File: src/rtl/spi_dac_pkg.sv
// Shared definitions for the DAC SPI link: frame size, command-word field
// positions and the receiver state encoding.
package spi_dac_pkg;

  localparam int FRAME_BITS = 16;

  localparam int DATA_MSB = 11;
  localparam int DATA_LSB = 2;
  localparam int CFG_MSB  = 15;
  localparam int CFG_LSB  = 12;

  localparam int DATA_W = DATA_MSB - DATA_LSB + 1;
  localparam int CFG_W  = CFG_MSB - CFG_LSB + 1;

  typedef enum logic [1:0] {
    IDLE  = 2'd0,
    SHIFT = 2'd1,
    HOLD  = 2'd2
  } rx_state_e;

endpackage

File: src/rtl/sync_edge.sv
// Multi-flop synchroniser for one asynchronous input, plus a delay flop that
// yields single-cycle rise/fall pulses on the synchronised level.
module sync_edge #(
  parameter int   STAGES  = 2,
  parameter logic RST_VAL = 1'b0
) (
  input  logic clk_i,
  input  logic rst_n,
  input  logic din_i,
  output logic lvl_o,
  output logic rise_o,
  output logic fall_o
);

  logic [STAGES-1:0] sync_q;
  logic              dly_q;

  always_ff @(posedge clk_i or negedge rst_n) begin
    if (!rst_n) begin
      sync_q <= {STAGES{RST_VAL}};
      dly_q  <= RST_VAL;
    end else begin
      sync_q <= STAGES'({sync_q, din_i});
      dly_q  <= sync_q[STAGES-1];
    end
  end

  assign lvl_o  = sync_q[STAGES-1];
  assign rise_o = sync_q[STAGES-1] & ~dly_q;
  assign fall_o = ~sync_q[STAGES-1] & dly_q;

endmodule

File: src/rtl/spi2dac_rx.sv
// Oversampling SPI responder for MCP4911-format DAC words: shifts a frame on
// sck, holds a complete word, and presents sample/config on the ld_n strobe.
module spi2dac_rx #(
  parameter int FRAME_BITS  = spi_dac_pkg::FRAME_BITS,
  parameter int SYNC_STAGES = 2
) (
  input  logic                          sysclk,
  input  logic                          rst_n,
  input  logic                          sck,
  input  logic                          cs_n,
  input  logic                          sdi,
  input  logic                          ld_n,
  output logic [spi_dac_pkg::DATA_W-1:0] data_out,
  output logic [spi_dac_pkg::CFG_W-1:0]  cfg_out,
  output logic                          data_valid,
  output logic                          frame_err,
  output logic                          held
);

  import spi_dac_pkg::*;

  localparam int             CW       = $clog2(FRAME_BITS + 2);
  localparam logic [CW-1:0]  CNT_FULL = CW'(FRAME_BITS);
  localparam logic [CW-1:0]  CNT_SAT  = CW'(FRAME_BITS + 1);

  logic sck_lvl, sck_rise, sck_fall;
  logic cs_lvl,  cs_rise,  cs_fall;
  logic sdi_lvl, sdi_rise, sdi_fall;
  logic ld_lvl,  ld_rise,  ld_fall;

  sync_edge #(.STAGES(SYNC_STAGES), .RST_VAL(1'b0)) u_sync_sck (
    .clk_i(sysclk), .rst_n(rst_n), .din_i(sck),
    .lvl_o(sck_lvl), .rise_o(sck_rise), .fall_o(sck_fall)
  );
  sync_edge #(.STAGES(SYNC_STAGES), .RST_VAL(1'b1)) u_sync_cs (
    .clk_i(sysclk), .rst_n(rst_n), .din_i(cs_n),
    .lvl_o(cs_lvl), .rise_o(cs_rise), .fall_o(cs_fall)
  );
  sync_edge #(.STAGES(SYNC_STAGES), .RST_VAL(1'b1)) u_sync_sdi (
    .clk_i(sysclk), .rst_n(rst_n), .din_i(sdi),
    .lvl_o(sdi_lvl), .rise_o(sdi_rise), .fall_o(sdi_fall)
  );
  sync_edge #(.STAGES(SYNC_STAGES), .RST_VAL(1'b1)) u_sync_ld (
    .clk_i(sysclk), .rst_n(rst_n), .din_i(ld_n),
    .lvl_o(ld_lvl), .rise_o(ld_rise), .fall_o(ld_fall)
  );

  rx_state_e               state_q;
  logic [FRAME_BITS-1:0]   shreg_q;
  logic [FRAME_BITS-1:0]   hold_q;
  logic [CW-1:0]           bitcnt_q;
  logic [DATA_W-1:0]       data_q;
  logic [CFG_W-1:0]        cfg_q;
  logic                    valid_q;
  logic                    err_q;
  logic                    held_q;

  always_ff @(posedge sysclk or negedge rst_n) begin
    if (!rst_n) begin
      state_q  <= IDLE;
      shreg_q  <= '0;
      hold_q   <= '0;
      bitcnt_q <= '0;
      data_q   <= '0;
      cfg_q    <= '0;
      valid_q  <= 1'b0;
      err_q    <= 1'b0;
      held_q   <= 1'b0;
    end else begin
      valid_q <= 1'b0;
      case (state_q)
        IDLE: begin
          if (cs_fall) begin
            shreg_q  <= '0;
            bitcnt_q <= '0;
            state_q  <= SHIFT;
          end
        end
        SHIFT: begin
          // Frame end outranks a coincident sck edge.
          if (cs_rise) begin
            if (bitcnt_q == CNT_FULL) begin
              hold_q  <= shreg_q;
              err_q   <= 1'b0;
              held_q  <= 1'b1;
              state_q <= HOLD;
            end else begin
              err_q   <= 1'b1;
              held_q  <= 1'b0;
              state_q <= IDLE;
            end
          end else if (sck_rise && !cs_lvl) begin
            shreg_q <= {shreg_q[FRAME_BITS-2:0], sdi_lvl};
            if (bitcnt_q != CNT_SAT) begin
              bitcnt_q <= bitcnt_q + CW'(1);
            end
          end
        end
        HOLD: begin
          if (ld_fall) begin
            data_q  <= hold_q[DATA_MSB:DATA_LSB];
            cfg_q   <= hold_q[CFG_MSB:CFG_LSB];
            valid_q <= 1'b1;
            held_q  <= 1'b0;
            state_q <= cs_fall ? SHIFT : IDLE;
          end else begin
            state_q <= cs_fall ? SHIFT : HOLD;
          end
          if (cs_fall) begin
            shreg_q  <= '0;
            bitcnt_q <= '0;
          end
        end
        default: state_q <= IDLE;
      endcase
    end
  end

  assign data_out   = data_q;
  assign cfg_out    = cfg_q;
  assign data_valid = valid_q;
  assign frame_err  = err_q;
  assign held       = held_q;

  logic edges_unused;
  assign edges_unused = sck_lvl ^ sck_fall ^ sdi_rise ^ sdi_fall ^ ld_lvl ^ ld_rise
                        ^ (^hold_q[DATA_LSB-1:0]);

endmodule

File: config.mk
export PLATFORM = sky130hd
export DESIGN_NAME = spi2dac_rx
export DESIGN_NICKNAME = d
export VERILOG_FILES = /design/src/rtl/spi_dac_pkg.sv /design/src/rtl/sync_edge.sv /design/src/rtl/spi2dac_rx.sv
export SDC_FILE = /design/constraint.sdc
export NUM_CORES = 1
export LEC_CHECK = 0
export CORE_MARGIN = 2
export CORE_UTILIZATION = 55
export CTS_CLUSTER_DIAMETER = 150
export CTS_CLUSTER_SIZE = 20
export DETAILED_ROUTE_END_ITERATION = 6
export GPL_TIMING_DRIVEN = 1
export PLACE_DENSITY = 0.77
export SLEW_MARGIN = 20
export SYNTH_ARGS = -nofsm -noshare
export SYNTH_HDL_FRONTEND = slang
export SYNTH_SLANG_ARGS = --single-unit
File: constraint.sdc
create_clock -name sysclk -period 3.8 [get_ports sysclk]
set_input_delay 1.14 -clock sysclk [delete_from_list [all_inputs] [get_ports sysclk]]
set_output_delay 1.14 -clock sysclk [all_outputs]
set_load 0.01 [all_outputs]
# ---- Word-level counts from Yosys, hierarchy flattened
# Cells that the tools add are included.
dict set report classes {
  addsub 1
  n_eq_ne 11
  bitwise_logic 8
  n_mux 23
  reduce_logical 13
}
# operator n
set op_table {}
lappend op_table {{16-bit two-way mux} 3}
lappend op_table {{16-bit case mux with 2 select lines} 1}
lappend op_table {{5-bit two-way mux} 4}
lappend op_table {{2-bit inequality test (second input constant)} 6}
lappend op_table {{2-bit two-way mux} 5}
lappend op_table {{5-bit case mux with 2 select lines} 1}
lappend op_table {{1-bit two-way mux} 7}
lappend op_table {{2-bit case mux with 3 select lines} 1}
lappend op_table {{2-bit AND reduction} 3}
lappend op_table {{3-bit AND reduction} 2}
lappend op_table {{5-bit by 1-bit adder with 5-bit output (second input constant)} 1}
lappend op_table {{5-bit equality test (second input constant)} 1}
lappend op_table {{5-bit inequality test (second input constant)} 1}
lappend op_table {{5-bit AND reduction} 1}
lappend op_table {{1-bit bitwise AND} 4}
lappend op_table {{1-bit NOT} 4}
lappend op_table {{4-bit AND reduction} 1}
lappend op_table {{2-bit nonzero test} 2}
lappend op_table {{2-bit by 1-bit equality test with 1-bit output (second input constant)} 1}
lappend op_table {{2-bit equality test (second input constant)} 1}
lappend op_table {{2-bit zero test} 1}
lappend op_table {{2-bit by 1-bit inequality test with 1-bit output (second input constant)} 1}
lappend op_table {{1-bit case mux with 2 select lines} 1}
lappend op_table {{2-bit OR reduction} 1}
lappend op_table {{other kinds (2)} 2}
dict set report totals {
  in_bits 6
  output_inout_bits 17
  ff_bits 67
  word_cells 72
}

# ---- Depth between registers and ports, before layout
dict set report depth {
  word_depth 6
  ltp_mapped 6
  depth_no_buf 5
}

# ---- Modules after synthesis
# A second synthesis with hierarchy kept.
dict set report unflattened {
  hier_cells 204
  area_unflattened_um2 2578.7
}
# mod area_each_um2 seq_area_each_um2 instances cells_per_inst
set by_module_without_submodules {}
lappend by_module_without_submodules {spi2dac_rx 2207.1 1351.3 1 184}
lappend by_module_without_submodules {{sync_edge (u_sync_cs ...)} 93.8 78.8 3 5}
lappend by_module_without_submodules {{sync_edge (u_sync_sck)} 90.1 75.1 1 5}

# ---- Worst setup path before layout
# Ideal clock, no wire load.
dict set report synth_path {
  path_kind {reg-to-reg}
  startpoint {register u_sync_ld.dly_q}
  endpoint {register cfg_q[3], in the netlist cfg_out[3]}
  t_arrival_ns 1.481
  stages_incl_launch_ff 5
  setup_time_ns 0.125
  synth_period_minus_slack_ns 1.606
  required_ns 3.675
  path_slack_ns 2.194
  path_buffers 2
  path_cell_list {dfstp_2 > nor4bb_1 > buf_2 > buf_2 > mux2_2}
}
dict set report synth_between {
  elab_chain_len 2
}
# item line_no
set synth_rtl {}
lappend synth_rtl {{from (decl)} sync_edge.sv:16} ;# logic dly_q;
lappend synth_rtl {{from (signal assigned)} sync_edge.sv:24} ;# dly_q <= sync_q[STAGES-1];
lappend synth_rtl {{1-bit bitwise AND} sync_edge.sv:30} ;# assign fall_o = ~sync_q[STAGES-1] & dly_q;
lappend synth_rtl {{2-bit AND reduction (no source line)} --}
lappend synth_rtl {{to (signal assigned)} spi2dac_rx.sv:102} ;# cfg_q <= hold_q[CFG_MSB:CFG_LSB];
lappend synth_rtl {{to (decl)} spi2dac_rx.sv:53} ;# logic [CFG_W-1:0] cfg_q;
# No other way between the ends.
# A chain may end at the register's enable or synchronous reset.

# ---- Final worst setup path
dict set report layout_path {
  startpoint {register cfg_q[3], in the netlist cfg_out[3]}
  endpoint {output port cfg_out[3] (netlist bit)}
}
# item line_no
set layout_rtl {}
lappend layout_rtl {{to (decl)} spi2dac_rx.sv:14} ;# output logic [spi_dac_pkg::CFG_W-1:0] cfg_out,
# No word-level cell between the ends.

==> results.toml <==
[outcome]
outcome = "completed"

[worst_setup_path]
crit_fanout = 2
critical-path-max-stage-delay_ps = 550
critical_path.top_delay_family = "buffers and inverters"
worst_ep_required_time_ps = 2660
worst_ep_arrival_time_ps = 1240
worstPathCellList = "clkdlybuf4s50_1"
critical_path_buf_inv_count = 1
cp_slowest_cell = "sky130_fd_sc_hd__clkdlybuf4s50_1"
startpoint_type = "flop"
worst_setup_path_end_kind = "primary output"
setup.worst_path.class = "reg2out"

[pwr]
total_power_w = 0.00139
power-per-cell-area_mw_per_mm2 = 476
p_leak_nw = 1.40
ir_drop_uv = 295

[placed_design]
place.gp.congestion = 0.795
port-buffer-count = 22
place_hpwl_um = 2600
place.detailed.instances = 231

[synth]
synth_enable_flop_cells = 0
synth-seq-area-share = 0.666
yosys.cell_types.count = 33
postSynthNetCount = 170
syn_area_per_cell_um2 = 15.3
asyncSetResetFlopFracSynth = 1.00
synthFlopType = "sky130_fd_sc_hd__dfrtp_1"
synth_cells = 161
syn-cell-area_mm2 = 0.00246
synth.ff_latch_count = 65
synth-warning-count = 0

[clock_tree]
cts.path.max_buffers = 2
cts_buf_count = 9
cts_max_level = 3
clk_latency_ps = 330
clock_tree.root_cell = "sky130_fd_sc_hd__clkbuf_8"
hold_buffers = 0
cts.reportedPaths.clkPinSlew_ps = 60
cts_resized = 0
post_cts.repair.setup_buffers = 0
cts.sink_count = 65
cts_tree = "done"

[timing]
max_freq_mhz = 420
worstMarginPinSlew_ps = 600
finalSetupViolCount = 0
clock-skew-final_ps = 7.76
setup-tns-final_ps = 0
hold_violations = 0
slew_viol_final = 0
timing.slew.headroom = 0.600
final.period_utilization = 0.627
timing.final.crit_period_ps = 2380
rsz0062_at_grt = "false"

[global_routing]
grtUsageMet3 = 0.0769
globalRouteMet2Util = 0.270
grt_pass1_wl_um = 7010
antenna_found_initial = 0
track_usage = 0.188
maximum_number_of_pins_on_one_net_before_global_route_repair = 27
gr-total-overflow = 0
gr-max-usage-layer = "met2"
use_met1 = 0.256
grt_pass1_vias = 1456

[routing]
route.detailed.drc = 0
route.vias.total = 1403
dr.first_iter.drc_count = 103
routed_wl_um = 4050
wire_per_inst_um = 16.3
route.detailed.vias_per_inst = 5.66
route.antenna.remaining_nets = 0
drtPass1Iterations = 4

[final_layout]
area_growth_syn_to_layout_pct = 19.0
num_antenna_cells = 0
register_area_mm2 = 0.00164
final_layout_size_suffix_gt1_frac = 0.306
final_cells = 248
multi_input_comb_area_um2 = 786
final_nets = 200
filler_cells_inserted = 316

[floorplan]
design.portCount = 23
fp-row-count = 24
floorplan_die_height_um = 70.8
initial_utilization = 0.568
die_width_um = 70.8
full_die_area_mm2 = 0.00502
core_area_mm2 = 0.00432

[flow_run]
max_cap_viols = 0

[min_path]
worstHoldPathType = "reg2reg"
final cells by class:
cell class | instances | area share
Sequential cell | 65 | 0.560
Multi-Input combinational cell | 86 | 0.269
Timing Repair Buffer | 26 | 0.0852
Clock buffer | 13 | 0.0543
Tap cell | 52 | 0.0223
Clock inverter | 3 | 0.00599
Inverter | 3 | 0.00385
routing by layer:
layer	share of wire	vias up
li1	-	641
met1	0.47	716
met2	0.47	40
met3	0.044	6
met4	0.013	0
met5	0	-
kinds of logic (layout without fill, tap and decap cells):
kind of cell / after synthesis / in the layout / synth area share
compound gates: 23 / 23 / 0.0825
fa+ha+maj: 3 / 3 / 0.0153
buf+inv: 10 / 45 / 0.0204
flops: 65 / 65 / 0.666
mux: 30 / 30 / 0.136
simple gates: 30 / 30 / 0.0794
state kept, by name, summed over array words and instances, names as in the netlist, 2 cells and up:
| name | count |
|---|---|
| bitcnt_q | 5 |
| state_q | 2 |
| u_sync_ld.sync_q | 2 |
| data_out | 10 |
| cfg_out | 4 |
| shreg_q | 16 |
| u_sync_sck.sync_q | 2 |
| u_sync_sdi.sync_q | 2 |
| u_sync_cs.sync_q | 2 |
| hold_q | 14 |
Yosys cell counts (2+ instances only):
master	number	share of area
sky130_fd_sc_hd__a22o_1	16	0.057
sky130_fd_sc_hd__buf_2	4	0.0081
sky130_fd_sc_hd__clkbuf_1	2	0.0031
sky130_fd_sc_hd__dfrtp_1	57	0.58
sky130_fd_sc_hd__dfstp_2	8	0.086
sky130_fd_sc_hd__ha_1	3	0.015
sky130_fd_sc_hd__inv_1	3	0.0046
sky130_fd_sc_hd__mux2_2	28	0.13
sky130_fd_sc_hd__mux2i_1	2	0.0081
sky130_fd_sc_hd__nand2_1	7	0.011
sky130_fd_sc_hd__nand2b_1	3	0.0076
sky130_fd_sc_hd__nand3_1	3	0.0061
sky130_fd_sc_hd__nor2_1	2	0.0031
sky130_fd_sc_hd__nor2b_1	4	0.010
report_power, final:
part | switching (W) | total (W) | internal, W
sequential | 0.0000411 | 0.000769 | 0.000727
clock | 0.000238 | 0.000509 | 0.000270
combinational | 0.0000642 | 0.000113 | 0.0000490
worst paths after layout:
path / start / endpoint / slack, ps / depth (start not counted)
setup / recovery: cfg_out[3]$_DFFE_PN0P_ / cfg_out[3] / 1420 / 1
hold / removal: u_sync_sck.sync_q[0]$_DFF_PN0_ / u_sync_sck.sync_q[1]$_DFF_PN0_ / 350 / 0
setup reg to reg: state_q[0]$_DFFE_PN0P_ / hold_q[2]$_DFFE_PN0P_ / 1830 / 3
hold reg to reg: u_sync_sck.sync_q[0]$_DFF_PN0_ / u_sync_sck.sync_q[1]$_DFF_PN0_ / 350 / 0
max in group asynchronous: rst_n / u_sync_ld.sync_q[0]$_DFF_PN1_ / 2260 / 2
min in group asynchronous: rst_n / hold_q[5]$_DFFE_PN0P_ / 810 / 1
through the flow:
step           instance area, um^2  hold slack [ps]  setup WS (ps)  utilization
6_report                      2920              348           1420        0.676
5_1_grt                       2920              356           1360        0.676
4_1_cts                       2910              350           1400        0.674
3_5_place_dp                  2740              336           1650        0.633
3_3_place_gp                  2740              333           1710        0.633
2_1_floorplan                 2460              331           2190            -
placed cells by master (no fill, tap or decap), drive strengths merged, types with 2 or more instances in the layout:
cell type / instances
mux2i: 2
buf: 5
dfstp: 8
clkinv: 2
clkbuf: 13
nor2: 2
nand2b: 3
a22o: 16
clkdlybuf4s50: 21
nor2b: 4
ha: 3
mux2: 28
dfrtp: 57
inv: 3
and4bb: 2
nand3: 4
nand2: 7
No activity file was read; power rests on OpenSTA's default activity.
